**config.mk**
```make
export PLATFORM = sky130hd
export DESIGN_NAME = instr_sequencer_flat
export DESIGN_NICKNAME = d
export VERILOG_FILES = /design/src/rtl/instr_sequencer_if.sv /design/src/rtl/instr_sequencer.sv /design/src/flat_wrapper.sv
export SDC_FILE = /design/constraint.sdc
export NUM_CORES = 1
export LEC_CHECK = 0
export CAP_MARGIN = 20
export CORE_UTILIZATION = 60
export CTS_CLUSTER_DIAMETER = 60
export DETAILED_ROUTE_END_ITERATION = 7
export GPL_TIMING_DRIVEN = 0
export HOLD_SLACK_MARGIN = 0.1
export PLACE_DENSITY = 0.88
export SYNTH_ARGS = -nofsm -noshare
export SYNTH_HDL_FRONTEND = slang
export SYNTH_SLANG_ARGS = --single-unit
```
**constraint.sdc**
```tcl
create_clock -name clk -period 4.8 [get_ports clk]
set_input_delay 0.96 -clock clk [delete_from_list [all_inputs] [get_ports clk]]
set_output_delay 0.96 -clock clk [all_outputs]
set_load 0.005 [all_outputs]
```
**src/rtl/instr_sequencer_if.sv**
```systemverilog
// Host/processor-facing signal bundle for instr_sequencer.
// The master side is the host plus the processor; the slave side is the sequencer itself.
interface instr_sequencer_if #(
    parameter int AW = 4
);
    logic          load_en;
    logic [AW-1:0] load_addr;
    logic [15:0]   load_data;
    logic          start;
    logic [AW:0]   prog_len;
    logic          proc_done;
    logic [15:0]   instr_out;
    logic          run;
    logic          busy;
    logic          prog_done;
    logic          error;
    logic [AW-1:0] pc;
    logic [15:0]   instr_count;

    modport master (
        output load_en, load_addr, load_data, start, prog_len, proc_done,
        input  instr_out, run, busy, prog_done, error, pc, instr_count
    );

    modport slave (
        input  load_en, load_addr, load_data, start, prog_len, proc_done,
        output instr_out, run, busy, prog_done, error, pc, instr_count
    );
endinterface

```
**src/rtl/instr_sequencer.sv**
```systemverilog
// Issues a stored instruction program to the two-register processor one word at a time,
// handshaking on run/done, with a per-instruction timeout that latches a sticky error.
module instr_sequencer #(
    parameter int DEPTH   = 16,
    parameter int AW      = 4,
    parameter int TIMEOUT = 8
) (
    input  logic               clk,
    input  logic               reset,
    instr_sequencer_if.slave   bus
);
    localparam int TW = $clog2(TIMEOUT + 1);
    localparam logic [AW:0] LEN_MAX = (AW+1)'(DEPTH);

    localparam logic [2:0] S_IDLE  = 3'd0;
    localparam logic [2:0] S_ISSUE = 3'd1;
    localparam logic [2:0] S_WAIT  = 3'd2;
    localparam logic [2:0] S_FIN   = 3'd3;
    localparam logic [2:0] S_ERR   = 3'd4;

    logic [2:0]    r_state;
    logic [AW-1:0] r_pc;
    logic [AW:0]   r_len;
    logic [15:0]   r_count;
    logic [TW-1:0] r_tmo;
    logic [15:0]   r_mem [DEPTH];

    logic [AW:0]   w_len;
    logic [AW:0]   w_pc_next;
    logic [TW-1:0] w_tmo_next;
    logic          w_active;

    assign w_len      = (bus.prog_len > LEN_MAX) ? LEN_MAX : bus.prog_len;
    assign w_pc_next  = {1'b0, r_pc} + (AW+1)'(1);
    assign w_tmo_next = r_tmo + TW'(1);
    assign w_active   = (r_state == S_ISSUE) || (r_state == S_WAIT);

    // Store is deliberately left uninitialised by reset so a program survives a processor reset.
    always_ff @(posedge clk) begin
        if (!reset && r_state == S_IDLE && bus.load_en)
            r_mem[bus.load_addr] <= bus.load_data;
    end

    always_ff @(posedge clk) begin
        if (reset) begin
            r_state <= S_IDLE;
            r_pc    <= '0;
            r_len   <= '0;
            r_count <= '0;
            r_tmo   <= '0;
        end else begin
            case (r_state)
                S_IDLE: begin
                    if (bus.start) begin
                        r_pc    <= '0;
                        r_count <= '0;
                        r_len   <= w_len;
                        r_state <= (w_len == '0) ? S_FIN : S_ISSUE;
                    end
                end
                S_ISSUE: begin
                    r_tmo   <= '0;
                    r_state <= S_WAIT;
                end
                S_WAIT: begin
                    if (bus.proc_done) begin
                        r_count <= r_count + 16'd1;
                        if (w_pc_next == r_len) begin
                            r_state <= S_FIN;
                        end else begin
                            r_pc    <= w_pc_next[AW-1:0];
                            r_state <= S_ISSUE;
                        end
                    end else if (w_tmo_next == TW'(TIMEOUT)) begin
                        r_state <= S_ERR;
                    end else begin
                        r_tmo <= w_tmo_next;
                    end
                end
                S_FIN:   r_state <= S_IDLE;
                S_ERR:   r_state <= S_ERR;
                default: r_state <= S_IDLE;
            endcase
        end
    end

    // Outputs decode straight from state so run follows start by exactly one edge.
    assign bus.run         = (r_state == S_ISSUE);
    assign bus.instr_out   = w_active ? r_mem[r_pc] : 16'h0000;
    assign bus.busy        = w_active;
    assign bus.prog_done   = (r_state == S_FIN);
    assign bus.error       = (r_state == S_ERR);
    assign bus.pc          = r_pc;
    assign bus.instr_count = r_count;
endmodule

```
**src/flat_wrapper.sv**
```systemverilog
// flat-port wrapper written by rule: the top's interface ports become plain ports
module instr_sequencer_flat 
#(
    parameter int DEPTH   = 16,
    parameter int AW      = 4,
    parameter int TIMEOUT = 8
)
  (clk, reset, bus_load_en, bus_load_addr, bus_load_data, bus_start, bus_prog_len, bus_proc_done, bus_instr_out, bus_run, bus_busy, bus_prog_done, bus_error, bus_pc, bus_instr_count);
  instr_sequencer_if #(.AW(AW)) bus_i ();
  input  logic clk;
  input  logic reset;
  input wire logic [$bits(bus_i.load_en)-1:0] bus_load_en;
  input wire logic [$bits(bus_i.load_addr)-1:0] bus_load_addr;
  input wire logic [$bits(bus_i.load_data)-1:0] bus_load_data;
  input wire logic [$bits(bus_i.start)-1:0] bus_start;
  input wire logic [$bits(bus_i.prog_len)-1:0] bus_prog_len;
  input wire logic [$bits(bus_i.proc_done)-1:0] bus_proc_done;
  output wire logic [$bits(bus_i.instr_out)-1:0] bus_instr_out;
  output wire logic [$bits(bus_i.run)-1:0] bus_run;
  output wire logic [$bits(bus_i.busy)-1:0] bus_busy;
  output wire logic [$bits(bus_i.prog_done)-1:0] bus_prog_done;
  output wire logic [$bits(bus_i.error)-1:0] bus_error;
  output wire logic [$bits(bus_i.pc)-1:0] bus_pc;
  output wire logic [$bits(bus_i.instr_count)-1:0] bus_instr_count;
  assign bus_i.load_en = bus_load_en;
  assign bus_i.load_addr = bus_load_addr;
  assign bus_i.load_data = bus_load_data;
  assign bus_i.start = bus_start;
  assign bus_i.prog_len = bus_prog_len;
  assign bus_i.proc_done = bus_proc_done;
  assign bus_instr_out = bus_i.instr_out;
  assign bus_run = bus_i.run;
  assign bus_busy = bus_i.busy;
  assign bus_prog_done = bus_i.prog_done;
  assign bus_error = bus_i.error;
  assign bus_pc = bus_i.pc;
  assign bus_instr_count = bus_i.instr_count;
  instr_sequencer #(.DEPTH(DEPTH), .AW(AW), .TIMEOUT(TIMEOUT)) u_core (.clk(clk), .reset(reset), .bus(bus_i));
endmodule
```
## Word level (Yosys, flattened, before mapping)

Memory sizes are Yosys's and may differ from the RTL's. A register that Yosys moved wholly into a read port is not among the register bits.
Cells that the tools add are included.

| storage, ports and cells | value |
|---|---|
| bits in registers | 32 |
| bits in writable memories | 256 |
| input port bits | 30 |
| word-level logic and storage cells | 57 |
| memories | 1 |

| cells by class | value |
|---|---|
| $add $sub $neg | 3 |
| $lt $le $gt $ge | 1 |
| equality and inequality tests | 12 |
| multiplexer cells | 22 |
| reductions and logical operators | 13 |

Memory list:

| name | depth | bits a word | rd ports | clocked after Yosys merged registers in | wr ports | line | text |
|---|---|---|---|---|---|---|---|
| u_core.r_mem | 16 | 16 | 1 | 1 | 1 | instr_sequencer.sv:26 | `logic [15:0] r_mem [DEPTH];` |

Operators by type and width:

| cell | count |
|---|---|
| $mux W16 | 3 |
| $pmux W16 S2 | 1 |
| $mux W4 | 7 |
| $add A16 B1 Y16 const B | 1 |
| $pmux W4 S2 | 2 |
| $pmux W3 S4 | 1 |
| $ne A2 B2 Y1 const B | 5 |
| $mux W3 | 3 |
| $eq A3 B2 Y1 const B | 2 |
| $reduce_and A3 Y1 | 2 |
| $add A4 B1 Y5 const B | 1 |
| $eq A5 B5 Y1 | 1 |
| $gt A5 B5 Y1 const B | 1 |
| $logic_not A5 Y1 | 1 |
| $mux W5 | 1 |
| $add A4 B1 Y4 const B | 1 |
| $eq A4 B4 Y1 const B | 1 |
| $mux W2 | 2 |
| $reduce_and A2 Y1 | 2 |
| $reduce_and A4 Y1 | 1 |
| $reduce_bool A2 Y1 | 2 |
| $eq A3 B1 Y1 const B | 1 |
| $eq A3 B3 Y1 const B | 1 |
| $logic_not A3 Y1 | 1 |
| other kinds (5) | 7 |

## Longest topological paths before layout

| depth | value |
|---|---|
| depth in word-level cells | 7 |
| mapped depth | 6 |
| gate-level depth less buffers | 6 |

## Least setup slack after synthesis

No wires, ideal clock.

| timing path | value |
|---|---|
| path kind | input to register |
| start | input reset |
| end | memory u_core.r_mem[0][0] (enable) |
| setup time | 409 ps |
| arrival time | 2,668 ps |
| data required time | 4,391 ps |
| slack | 1,723 ps |
| stages | 3 |
| path buffers | 0 |
| path through | nand3b_1 -> or3_1 -> nor3_1 |

| on the way | value |
|---|---|
| cells in the longest elaborated chain, start to end | 5 |

RTL lines:

| element | line | text |
|---|---|---|
| from (decl) | flat_wrapper.sv:11 | `input logic reset;` |
| $logic_not A1 Y1 | instr_sequencer.sv:40 | `if (!reset && r_state == S_IDLE && bus.load_en)` |
| $logic_and A1 B1 Y1 (2 in series) | instr_sequencer.sv:40 |  |
| $mux W1 | instr_sequencer.sv:40 |  |
| $mux W1 (implied by the code) | instr_sequencer.sv:41 | `r_mem[bus.load_addr] <= bus.load_data;` |
| to (decl) | instr_sequencer.sv:26 |  |

Every way passes these cells.

==> out/results.tsv <==
stage	metric	value	unit
cts	TritonCTS clock tree	done	
cts	maximum root-to-sink buffer count	3	
final_layout	nets	760	
critical_path	critical-path cell list	clkbuf_2 > buf_1 > mux4_2 > mux4_2 > nor2b_1 > clkdlybuf4s50_1	
timing	Hold Vio Cnt, Final	0	
logic_synthesis	Post-Syn Area	11600	sq um
global_route	first-pass GRT wire length	41900	um
critical_path	Critical Path Slowest Stage Cell	buf_1	
power_and_ir_drop	Clock Power Share	44.8	%
die	row count	50	
logic_synthesis	Synth Area in Simple Gates	6.87	%
power_and_ir_drop	PD cells	387	nW/um^2
routing	Wirelength per Cell	27.8	um
routing	ANT nets after route	0	
routing	DR DRC count	0	
final_layout	Fillers	1012	
logic_synthesis	xor/xnor share of the synthesized area	0.978	%
logic_synthesis	count of cell types in the netlist	52	
logic_synthesis	Synth Area in Adders	0.323	%
routing	DR WL met3	2320	um
min_path	Hold Crit Class	flop to flop	
global_route	GR Overflow Total	0	
routing	DR pass1 iterations	6	
placement	number of port buffers	69	
logic_synthesis	Synth Warn #	0	
timing	# setup viols final	0	
die	Die Width	141	um
final_layout	final instance area	14000	sq um
cts	Setup Buffers After CTS	0	
cts	clock latency on the worst-skew pair	550	ps
critical_path	Crit Path Class	flop to primary output	
power_and_ir_drop	Comb pwr share	3.6	%
critical_path	cell depth of the worst setup path	6	
routing	met2 wire length	14000	um
logic_synthesis	number of flops mapped to enable cells by yosys	256	
global_route	GRT Total Usage	29.5	%
critical_path	CP required	3840	ps
cts	hold_buf cts	0	
timing	Slew @ Worst Pin	916	ps
power_and_ir_drop	Switch Pwr	0.00109	W
timing	slew margin rel.	39.0	%
final_layout	register area	8410	sq um
cts	clock transition at the registers of the reported paths	60	ps
power_and_ir_drop	Sw Ratio	20.2	%
critical_path	delay of the slowest critical-path stage	730	ps
routing	initial DRC count	807	
timing	Final Max Tran Viols	0	
logic_synthesis	largest family of logic cells by synthesized area	multiplexers	
cts	clk sinks	292	
logic_synthesis	Synth Instances	610	
global_route	vias in the first global route	6790	
die	DIE AREA	20000	sq um
routing	Via density	6.57	
power_and_ir_drop	Static Leak	4.34	nW
timing	Tmin final	4410	ps
critical_path	Worst Path Arrival	3450	ps
routing	Top Metal Used	met4	
global_route	pin count of the biggest net entering global routing	17	
final_layout	layout cells sized above 1	23.8	%
run	MaxCap Viol Count	0	
placement	Post-DP Area	12900	sq um
critical_path	Max FO, Critical Path	10	
final_layout	Multi-input gate area	3120	sq um
logic_synthesis	Synth area leader	edfxtp_1	
critical_path	CP Buf/Inv Count	3	
critical_path	reg2reg path depth	6	
die	Die Height	141	um
cts	Num CTS Buffers	30	
timing	top achievable clock speed	227	MHz
final_layout	Area Overhead vs Synth	20.2	%
critical_path	CP delay by family, top	buffers and inverters	
logic_synthesis	Synth area leaders	edfxtp_1 (66%), mux4_2 (15%), dfxtp_1 (6.2%), nor2_1 (1.3%), nor2b_1 (1.0%)	
status	status	complete, no violations	
timing	setup TNS	0	ps
die	Starting Density	61.8	%
routing	met1 WL	10700	um
logic_synthesis	share of flip-flops with an asynchronous set or reset	0	%
die	Ports	70	
timing	RSZ-0062 raised after global routing	false	
logic_synthesis	register area share after synthesis	72.3	%
critical_path	Worst setup EP type	primary output	
final_layout	Final Util	74.3	%
logic_synthesis	Compound-Gate Fraction of Synth Area	2.38	%
timing	Final period util	92.0	%
logic_synthesis	Mean Syn Cell Area	19.1	sq um
placement	hpwl dp	17200	um
cts	H-Tree Depth	1	
critical_path	crit start category	flop	
power_and_ir_drop	sequential group share of total power	51.5	%
placement	GPL Wtd Cong	0.844	
routing	vias after detailed routing	6642	
power_and_ir_drop	Peak supply drop	0.368	mV
final_layout	n_diodes	0	
timing	final setup skew	15.3	ps
routing	Post-Route WL	28100	um
min_path	worst hold path cell count	2	
critical_path	crit-path most repeated cell	mux4_2	
power_and_ir_drop	P_int	0.00431	W
logic_synthesis	Top FF cell, synth	edfxtp_1	
cts	Clk Tree Root Cell	clkbuf_16	
logic_synthesis	Yosys top cell area share	66.1	%
final_layout	most frequent cells in the layout	edfxtp_1 (256), mux4_2 (80), clkdlybuf4s50_1 (69)	
logic_synthesis	multiplexer area fraction after synthesis	15.8	%
final_layout	most common cell after layout, fill and taps aside	edfxtp_1	
die	total core area	18800	sq um
cts	post-CTS resize count	0	
logic_synthesis	synthesized flop and latch total	292	
logic_synthesis	Syn Nets	643	
global_route	initial antenna violation count	0	
[worst paths after layout]
| check | startpoint | endpoint | slack [ps] |
|---|---|---|---|
| worst max-delay path | flop | bus_instr_out[9] | 390 |
| worst min register to register | u_core.r_len[4] | u_core.r_len[4] | 500 |
| worst max register to register | u_core.r_state[0] | u_core.r_mem[0][9] | 1460 |
| worst min-delay path | u_core.r_len[4] | u_core.r_len[4] | 500 |
[sequential cells by signal, indices dropped and copies added (netlist names), named ones only]
| signal | cells |
|---|---|
| u_core.bus.pc | 4 |
| u_core.r_tmo | 4 |
| u_core.r_len | 5 |
| u_core.bus.instr_count | 16 |
| u_core.r_mem | 256 |
| u_core.r_state | 3 |
[power by group through the flow]
stage	sequential (W)	clock, W	combinational [W]
after global routing	0.00278	0.00254	0.000209
final	0.00278	0.00242	0.000197
after global placement	0.00284	0	0.000174
after detailed placement	0.00284	0	0.000192
after floorplan	0.00284	0	0.0000825
after CTS	0.00278	0.00244	0.000195
[logic make-up after synthesis]
group,after synthesis
AOI/OAI and AO/OA,41
xor gates and xnor gates,13
adders and majority gates,3
buffers and inverters,33
DFF,292
muxes,84
and+or+nand+nor,144
[layout make-up]
cell class | instances | share of cell area [%]
clock inverters | 20 | 1.74
well taps | 260 | 2.33
inverters | 4 | 0.107
repair buffers | 85 | 6.67
flip-flops and latches | 292 | 60.1
plain buffers | 29 | 1.03
clock buffers | 36 | 5.68
multi-input cells | 285 | 22.3
[synthesized netlist by cell type (all sizes together), types with 2 or more instances]
cell type and number:
a21o 2, a21oi 20, a22oi 2, and2 2, and3 2, buf 17
clkbuf 12, dfxtp 36, edfxtp 256, ha 3, inv 4, mux2i 3
mux4 80, nand2 15, nand2b 9, nand3 9, nand3b 4, nand4 6
nor2 39, nor2b 19, nor3 13, nor3b 9, nor4 3, o21ai 5
o32ai 2, or3 6, or3b 2, xnor2 8, xor2 5
[through the flow]
stage	hold WS [ps]	std cells	power (W)	setup WS, ps
final	501	1011	0.00541	386
after global routing	521	1011	0.00553	322
after CTS	494	1011	0.00542	374
after detailed placement	487	955	0.00303	1040
after global placement	469	939	0.00301	121
after floorplan	455	610	0.00292	1720
[layer usage]
metal | global-route usage (%) | vias to the layer above
met5 | 0 | -
met4 | 12.5 | 0
met3 | 5.03 | 91
met2 | 48.4 | 432
met1 | 39.8 | 3393
li1 | - | 2726
[worst min-delay path: stages (launching register included)]
cell,delay [ps]
dfxtp_1,340
nand2_1,60
a21oi_1,50
No activity file was read; power rests on OpenSTA's default activity.
